File: src/rtl/truth_table_sweeper_pkg.sv
`default_nettype none
// ============================================================================
// Module      : truth_table_sweeper_pkg
// Description : Shared FSM state encodings and sweep-order mode constants
//               for the truth-table sweeper.
// Revision    : 1.0 - initial release
// ============================================================================
package truth_table_sweeper_pkg;

    // Sweeper FSM states
    localparam logic [1:0] ST_IDLE   = 2'd0;
    localparam logic [1:0] ST_SETTLE = 2'd1;
    localparam logic [1:0] ST_CHECK  = 2'd2;
    localparam logic [1:0] ST_DONE   = 2'd3;

    // Sweep order selected by the mode input
    localparam logic MODE_BIN  = 1'b0;
    localparam logic MODE_GRAY = 1'b1;

endpackage : truth_table_sweeper_pkg
`default_nettype wire

File: src/rtl/truth_table_sweeper_if.sv
`default_nettype none
// ============================================================================
// Module      : truth_table_sweeper_if
// Description : Control/status and stimulus/response bundle between the
//               sweeper (slave) and the bench or SoC that drives it (master).
// Revision    : 1.0 - initial release
// ============================================================================
interface truth_table_sweeper_if #(
    parameter int N_IN  = 4,
    parameter int N_OUT = 1
) ();

    logic              start;
    logic              mode;
    logic [N_IN-1:0]   vec_out;
    logic [N_OUT-1:0]  dut_f;
    logic [N_OUT-1:0]  ref_f;
    logic              busy;
    logic              done;
    logic              pass;
    logic [N_IN:0]     err_count;
    logic              first_fail_valid;
    logic [N_IN-1:0]   first_fail_vec;

    // Sweeper side
    modport slave (
        input  start, mode, dut_f, ref_f,
        output vec_out, busy, done, pass, err_count,
               first_fail_valid, first_fail_vec
    );

    // Controller / environment side
    modport master (
        output start, mode, dut_f, ref_f,
        input  vec_out, busy, done, pass, err_count,
               first_fail_valid, first_fail_vec
    );

endinterface : truth_table_sweeper_if
`default_nettype wire

File: src/rtl/truth_table_sweeper_gray_encode.sv
`default_nettype none
// ============================================================================
// Module      : gray_encode
// Description : Purely combinational binary-to-reflected-Gray converter.
// Revision    : 1.0 - initial release
// ============================================================================
module gray_encode #(
    parameter int N = 4
) (
    input  wire logic [N-1:0] bin,
    output logic      [N-1:0] gray
);

    // Adjacent binary values map to codes differing in exactly one bit
    assign gray = bin ^ (bin >> 1);

endmodule : gray_encode
`default_nettype wire

File: src/rtl/truth_table_sweeper.sv
`default_nettype none
// ============================================================================
// Module      : truth_table_sweeper
// Description : Walks every N_IN-bit input vector (binary or Gray order),
//               holds each for SETTLE cycles, then compares the circuit
//               output against the golden model and tallies mismatches.
// Revision    : 1.0 - initial release
// ============================================================================
module truth_table_sweeper
    import truth_table_sweeper_pkg::*;
#(
    parameter int N_IN   = 4,
    parameter int N_OUT  = 1,
    parameter int SETTLE = 2
) (
    input  wire logic             clk,
    input  wire logic             rst,
    truth_table_sweeper_if.slave  bus
);

    localparam logic [7:0]      C_SETTLE_LAST = 8'(SETTLE - 1);
    localparam logic [N_IN-1:0] C_IDX_LAST    = {N_IN{1'b1}};

    logic [1:0]      state_q,  state_d;
    logic [7:0]      cnt_q,    cnt_d;
    logic [N_IN-1:0] idx_q,    idx_d;
    logic            mode_q,   mode_d;
    logic [N_IN:0]   err_q,    err_d;
    logic            ffv_q,    ffv_d;
    logic [N_IN-1:0] ffvec_q,  ffvec_d;

    logic [N_IN-1:0]  w_gray;
    logic [N_IN-1:0]  w_vec;
    logic [N_OUT-1:0] w_dut_f;
    logic [N_OUT-1:0] w_ref_f;
    logic             w_mismatch;

    gray_encode #(
        .N (N_IN)
    ) u_gray_encode (
        .bin  (idx_q),
        .gray (w_gray)
    );

    // Stimulus is the index itself or its Gray code, chosen by the latched mode
    assign w_vec      = (mode_q == MODE_GRAY) ? w_gray : idx_q;
    assign w_dut_f    = bus.dut_f;
    assign w_ref_f    = bus.ref_f;
    assign w_mismatch = (w_dut_f != w_ref_f);

    // Next-state logic for the FSM, counters and result registers
    always_comb begin
        state_d = state_q;
        cnt_d   = cnt_q;
        idx_d   = idx_q;
        mode_d  = mode_q;
        err_d   = err_q;
        ffv_d   = ffv_q;
        ffvec_d = ffvec_q;
        case (state_q)
            ST_IDLE, ST_DONE: begin
                if (bus.start) begin
                    state_d = ST_SETTLE;
                    cnt_d   = 8'd0;
                    idx_d   = '0;
                    mode_d  = bus.mode;
                    err_d   = '0;
                    ffv_d   = 1'b0;
                    ffvec_d = '0;
                end
            end
            ST_SETTLE: begin
                if (cnt_q == C_SETTLE_LAST) begin
                    state_d = ST_CHECK;
                end else begin
                    cnt_d = cnt_q + 8'd1;
                end
            end
            ST_CHECK: begin
                if (w_mismatch) begin
                    // err_count is one bit wider than idx, so it cannot wrap
                    err_d = err_q + 1'b1;
                    if (!ffv_q) begin
                        ffv_d   = 1'b1;
                        ffvec_d = w_vec;
                    end
                end
                if (idx_q == C_IDX_LAST) begin
                    state_d = ST_DONE;
                end else begin
                    idx_d   = idx_q + 1'b1;
                    cnt_d   = 8'd0;
                    state_d = ST_SETTLE;
                end
            end
            default: state_d = ST_IDLE;
        endcase
    end

    // State registers; reset discards any partial sweep
    always_ff @(posedge clk) begin
        if (rst) begin
            state_q <= ST_IDLE;
            cnt_q   <= 8'd0;
            idx_q   <= '0;
            mode_q  <= MODE_BIN;
            err_q   <= '0;
            ffv_q   <= 1'b0;
            ffvec_q <= '0;
        end else begin
            state_q <= state_d;
            cnt_q   <= cnt_d;
            idx_q   <= idx_d;
            mode_q  <= mode_d;
            err_q   <= err_d;
            ffv_q   <= ffv_d;
            ffvec_q <= ffvec_d;
        end
    end

    assign bus.vec_out          = w_vec;
    assign bus.busy             = (state_q == ST_SETTLE) || (state_q == ST_CHECK);
    assign bus.done             = (state_q == ST_DONE);
    assign bus.pass             = (state_q == ST_DONE) && (err_q == '0);
    assign bus.err_count        = err_q;
    assign bus.first_fail_valid = ffv_q;
    assign bus.first_fail_vec   = ffvec_q;

endmodule : truth_table_sweeper
`default_nettype wire

File: src/flat_wrapper.sv
// flat-port wrapper written by rule: the top's interface ports become plain ports
module truth_table_sweeper_flat import truth_table_sweeper_pkg::*;
#(
    parameter int N_IN   = 4,
    parameter int N_OUT  = 1,
    parameter int SETTLE = 2
)
  (clk, rst, bus_start, bus_mode, bus_dut_f, bus_ref_f, bus_vec_out, bus_busy, bus_done, bus_pass, bus_err_count, bus_first_fail_valid, bus_first_fail_vec);
  truth_table_sweeper_if #(.N_IN(N_IN), .N_OUT(N_OUT)) bus_i ();
  input  wire logic clk;
  input  wire logic rst;
  input wire logic [$bits(bus_i.start)-1:0] bus_start;
  input wire logic [$bits(bus_i.mode)-1:0] bus_mode;
  input wire logic [$bits(bus_i.dut_f)-1:0] bus_dut_f;
  input wire logic [$bits(bus_i.ref_f)-1:0] bus_ref_f;
  output wire logic [$bits(bus_i.vec_out)-1:0] bus_vec_out;
  output wire logic [$bits(bus_i.busy)-1:0] bus_busy;
  output wire logic [$bits(bus_i.done)-1:0] bus_done;
  output wire logic [$bits(bus_i.pass)-1:0] bus_pass;
  output wire logic [$bits(bus_i.err_count)-1:0] bus_err_count;
  output wire logic [$bits(bus_i.first_fail_valid)-1:0] bus_first_fail_valid;
  output wire logic [$bits(bus_i.first_fail_vec)-1:0] bus_first_fail_vec;
  assign bus_i.start = bus_start;
  assign bus_i.mode = bus_mode;
  assign bus_i.dut_f = bus_dut_f;
  assign bus_i.ref_f = bus_ref_f;
  assign bus_vec_out = bus_i.vec_out;
  assign bus_busy = bus_i.busy;
  assign bus_done = bus_i.done;
  assign bus_pass = bus_i.pass;
  assign bus_err_count = bus_i.err_count;
  assign bus_first_fail_valid = bus_i.first_fail_valid;
  assign bus_first_fail_vec = bus_i.first_fail_vec;
  truth_table_sweeper #(.N_IN(N_IN), .N_OUT(N_OUT), .SETTLE(SETTLE)) u_core (.clk(clk), .rst(rst), .bus(bus_i));
endmodule
File: config.mk
export PLATFORM = sky130hd
export DESIGN_NAME = truth_table_sweeper_flat
export DESIGN_NICKNAME = d
export VERILOG_FILES = /design/src/rtl/truth_table_sweeper_pkg.sv /design/src/rtl/truth_table_sweeper_if.sv /design/src/rtl/truth_table_sweeper_gray_encode.sv /design/src/rtl/truth_table_sweeper.sv /design/src/flat_wrapper.sv
export SDC_FILE = /design/constraint.sdc
export NUM_CORES = 1
export LEC_CHECK = 0
export CAP_MARGIN = 20
export CORE_MARGIN = 3
export CORE_UTILIZATION = 55
export DETAILED_ROUTE_END_ITERATION = 6
export DONT_BUFFER_PORTS = 1
export PLACE_DENSITY_LB_ADDON = 0.05
export SLEW_MARGIN = 25
export SYNTH_ARGS = -nofsm -noshare
export SYNTH_HDL_FRONTEND = slang
export SYNTH_SLANG_ARGS = --single-unit
export TNS_END_PERCENT = 10
File: constraint.sdc
create_clock -name clk -period 4.3 [get_ports clk]
set_input_delay 0.86 -clock clk [delete_from_list [all_inputs] [get_ports clk]]
set_output_delay 0.86 -clock clk [all_outputs]
set_load 0.02 [all_outputs]
# Yosys cells after proc, flatten, opt, wreduce, memory -nomap -nowiden
# Cells that the tools add are included.
# classes
n_addsub	3
div	0
order_cmp	0
mux	21
n_shift	0
bitwise	1
eq_ne	12
n_reduce_logical	12
multipliers	0
# op_table
operator	n
$mux W8	3
$pmux W8 S3	1
$mux W4	5
$pmux W4 S2	2
$mux W5	2
$pmux W5 S2	1
$reduce_and A3 Y1	3
$add A8 B1 Y8 const B	1
$eq A8 B1 Y1 const B	1
$ne A2 B2 Y1 const B	4
$mux W2	3
$pmux W2 S3	1
$add A5 B1 Y5 const B	1
$logic_not A5 Y1	1
$add A4 B1 Y4 const B	1
$eq A2 B2 Y1 const B	2
$eq A4 B4 Y1 const B	1
$ne A2 B1 Y1 const B	2
$reduce_and A2 Y1	2
$reduce_and A4 Y1	1
$xor A4 B3 Y4	1
$eq A2 B1 Y1 const B	1
$logic_not A2 Y1	1
$mux W1	2
other kinds (6)	6
# totals
latch_bits	0
ramBits	0
reg_bits	25
mem_count	0
romBits	0
word_cells	56
output_inout_bits	17
input_bits	6

# Depth between registers and ports, before layout
# depth
ltp_word	5
mapped_depth	7
ltp_nobuf	6

# Modules after synthesis
# Synthesis repeated with hierarchy kept, for this count alone.
# hier_totals
cells_unflattened	154
area_unflattened_um2	1387.6
# by_module_without_submodules
mod	area_each_um2	seq_area_each_um2	n_inst	cells_each
truth_table_sweeper	1353.8	500.5	1	150
gray_encode	33.8	0.0	1	4

# Worst setup path before layout
# Ideal clock, no wire load.
# synth_timing
kind	reg-to-output
startpoint	register u_core.state_q[0]
endpoint	output bus_pass
required_time_ns	3.440
path_stages_with_launch	4
arrival_time_ns	1.371
slack_ns	2.069
n_path_buf	0
cell_sequence	dfxtp_1 -> ha_1 -> nand2_1 -> nor4_1
# synth_via
elab_chain_len	2
# synth_rtl
item	line	source
start, declared	truth_table_sweeper.sv:24	logic [1:0] state_q, state_d;
start signal, assigned	truth_table_sweeper.sv:111	state_q <= state_d;
$eq A2 B2 Y1	--	
via bus_done	flat_wrapper.sv:18	output wire logic [$bits(bus_i.done)-1:0] bus_done;
$logic_and A1 B1 Y1	truth_table_sweeper.sv:124	assign bus.pass = (state_q == ST_DONE) && (err_q == '0);
end, declared	flat_wrapper.sv:19	output wire logic [$bits(bus_i.pass)-1:0] bus_pass;
# The timed path passes the listed nets, and every way through them passes these cells.

# Final worst setup path
# layout_timing
startpoint	register u_core.state_q[1]
endpoint	output bus_pass
# The elaborated chain is that of the path after synthesis.

==> results.cfg <==
[timing]
fmax_ghz = 0.3715
min_period_ns = 2.692
fin_crit_sh = 0.6260
clock_skew_ns = 0.003076
rsz0062_at_grt = no
slew_headroom = 0.4128
slew_violations = 0
setup_violations = 0
tightest_slew_ns = 0.8728
tns_ns = 0
hold_viol_final = 0

[finish]
multiInputGateArea_um2 = 907.1
area_growth_pct = 1.853
regArea_um2 = 500.5
antennaDiodeCount = 0
nets = 188
fillers = 232
stdcell_area_um2 = 1513
drive_gt1_frac = 0.08235

[setup_path]
crit_chain = ha_1 > nand2_1 > nor4_1
slowest_stage = nor4_1
crit_start = u_core.state_q[1]$_SDFFE_PP0P_
cp_num_buf_inv = 0
critical_path.max_stage_delay_ns = 0.67
required_ns = 3.44
startpoint_type = register
cp_num_cells = 3
worstSetupPathType = register to output port
ff2ff_path_depth = 6
end_kind = output port
crit_fanout = 5
cp_top_family = simple AND/OR/NAND/NOR gates
rr_startpoint = u_core.state_q[0]$_SDFFE_PP0P_
cp_data_arrival_time_ns = 1.83

[routing]
wl_per_cell_um = 15.66
avgViaCountPerCell = 6.330
wirelength_um = 3132
drc = 0
vias = 1266
drtIter0Drc = 57
postRouteAntennaNets = 0
first_pass_iters = 4

[outcome]
status = complete, no violations

[hold_path]
hold_path_startpoint = u_core.cnt_q[1]$_SDFFE_PP0P_
min_path_cells = 2
min_path_type = register to register

[synth]
syn_inst = 174
synthTopCellsByArea = dfxtp_1 (34%), ha_1 (9.3%), nand3_1 (5.4%)
ys_warn_count = 0
synthesis.area_um2 = 1485
synth_fp_nets = 191
avgSynthCellArea_um2 = 8.535
synth.most_common_cell = dfxtp_1
synth_common_cells = dfxtp_1 (25), nand3_1 (16), a21oi_1 (15)
synth_area_leader_cell = dfxtp_1
synth.ff_latch_count = 25
synth_edf_count = 0
yosys.area.top_type_share = 0.3370
seq_area_frac_synth = 0.3370
synth_top_flop_cell = dfxtp_1
synth_cell_type_count = 44
async_reset_ff_frac = 0

[global_routing]
grt_max_degree = 23
track_usage = 0.2002
grt-ovfl-total = 0
grt_pass1_wl_um = 5340
antenna_found_initial = 0
grt_pass1_vias = 1212

[placement]
port_buffers = 0
gp_congestion = 0.8259
placed_area_um2 = 1486
place.detailed.hpwl_um = 2280

[floorplan]
die_h_um = 57.97
start_util = 0.5888
die_x_um = 57.97
num_rows = 18
dieArea_um2 = 3360
io_pins = 23
core-area_um2 = 2522

[power_and_ir_drop]
leakage_nw = 0.5250
max-vdd-ir-drop_mv = 0.1873
powerDensity_nw_per_um2 = 294.8

[clock_network]
post_cts_resized = 0
clock_sinks = 25
htreeDepth = 1
cts_hold_buf = 0
cts_tree = yes
clk_path_buf_depth = 2
cts_setup_buffers = 0
clk_latency_ns = 0.32
cts_buffers = 3
root_buffer = clkbuf_4
clk_pin_slew_ns = 0.14

[run]
maxCapViolCount = 0
through the flow:
| step | hold slack (ns) | power [W] | setup slack, ns | utilization | cells |
|---|---|---|---|---|---|
| 6_report | 0.5145 | 0.0004460 | 1.608 | 0.5997 | 200 |
| 5_1_grt | 0.5539 | 0.0004701 | 1.523 | 0.5997 | 200 |
| 4_1_cts | 0.5140 | 0.0004501 | 1.579 | 0.5997 | 200 |
| 3_5_place_dp | 0.4959 | 0.0003435 | 1.950 | 0.5893 | 196 |
| 3_3_place_gp | 0.4832 | 0.0003410 | 1.991 | 0.5893 | 196 |
| 2_1_floorplan | 0.4680 | 0.0003280 | 2.069 | - | 174 |
flip-flops by register name (all words and copies together) (netlist names):
signal,cells
u_core.cnt_q,8
u_core.bus.err_count,5
u_core.bus.first_fail_vec,4
u_core.idx_q,4
u_core.state_q,2
u_core.bus.first_fail_valid,1
u_core.mode_q,1
metal layers:
layer	vias up	track usage	share of wire
met5	-	0	0
met4	0	0.07616	0.0073
met3	4	0.02450	0.038
met2	26	0.3161	0.46
met1	604	0.2790	0.50
li1	632	-	-
cell type report:
cell class,count,share of cell area
Inverter,11,0.02730
Multi-Input combinational cell,130,0.5997
Sequential cell,25,0.3309
Clock buffer,4,0.01737
Tap cell,30,0.02481
where the power goes:
part	switching [W]	internal, W	leakage, nW	total [W]
combinational	0.0000598	0.0000356	0.308	0.0000954
sequential	0.00000645	0.000236	0.202	0.000243
clock	0.0000715	0.0000362	0.0150	0.000108
total	0.000138	0.000308	0.525	0.000446
worst reg2reg max path: cells and delay by family (launching register included):
family | cells | cell delay, ns
AND/OR/NAND/NOR | 2 | 0.92
flip-flops | 1 | 0.44
adder cells (fa/ha/maj) | 1 | 0.39
AO/OA/AOI/OAI | 2 | 0.35
buffers and inverters | 1 | 0.07
placed cells by master (no fill, tap or decap), types with 2 or more instances in the layout:
master	n
xor2_1	3
clkbuf_4	3
nor3_1	5
a31oi_1	3
nand3_1	16
mux2_2	4
a22o_1	3
inv_1	11
a211o_1	2
a21oi_1	15
nand2b_1	5
or4_1	5
and3_1	2
nor4_1	2
o21ai_0	12
nand2_1	12
ha_1	11
nor2_1	6
o32ai_1	3
dfxtp_1	25
kinds of logic (layout without fill, tap and decap cells):
| family | Yosys count | in the layout | synth area share |
|---|---|---|---|
| xor gates and xnor gates | 4 | 4 | 0.02359 |
| DFF | 25 | 25 | 0.3370 |
| adders and majority gates | 11 | 11 | 0.09267 |
| AOI/OAI and AO/OA | 49 | 49 | 0.2250 |
| muxes | 4 | 4 | 0.03033 |
| buffers and inverters | 19 | 15 | 0.05223 |
| and+or+nand+nor | 62 | 62 | 0.2393 |
path summary, 6_finish.rpt:
check	slack, ns	endpoint
worst max register to register	2.05	u_core.bus.first_fail_vec[3]$_SDFFE_PP0P_
worst max-delay path	1.61	bus_pass
worst min-delay path	0.51	u_core.cnt_q[1]$_SDFFE_PP0P_
worst min register to register	0.51	u_core.cnt_q[1]$_SDFFE_PP0P_
Note: power is estimated with default switching activity, not from simulation.
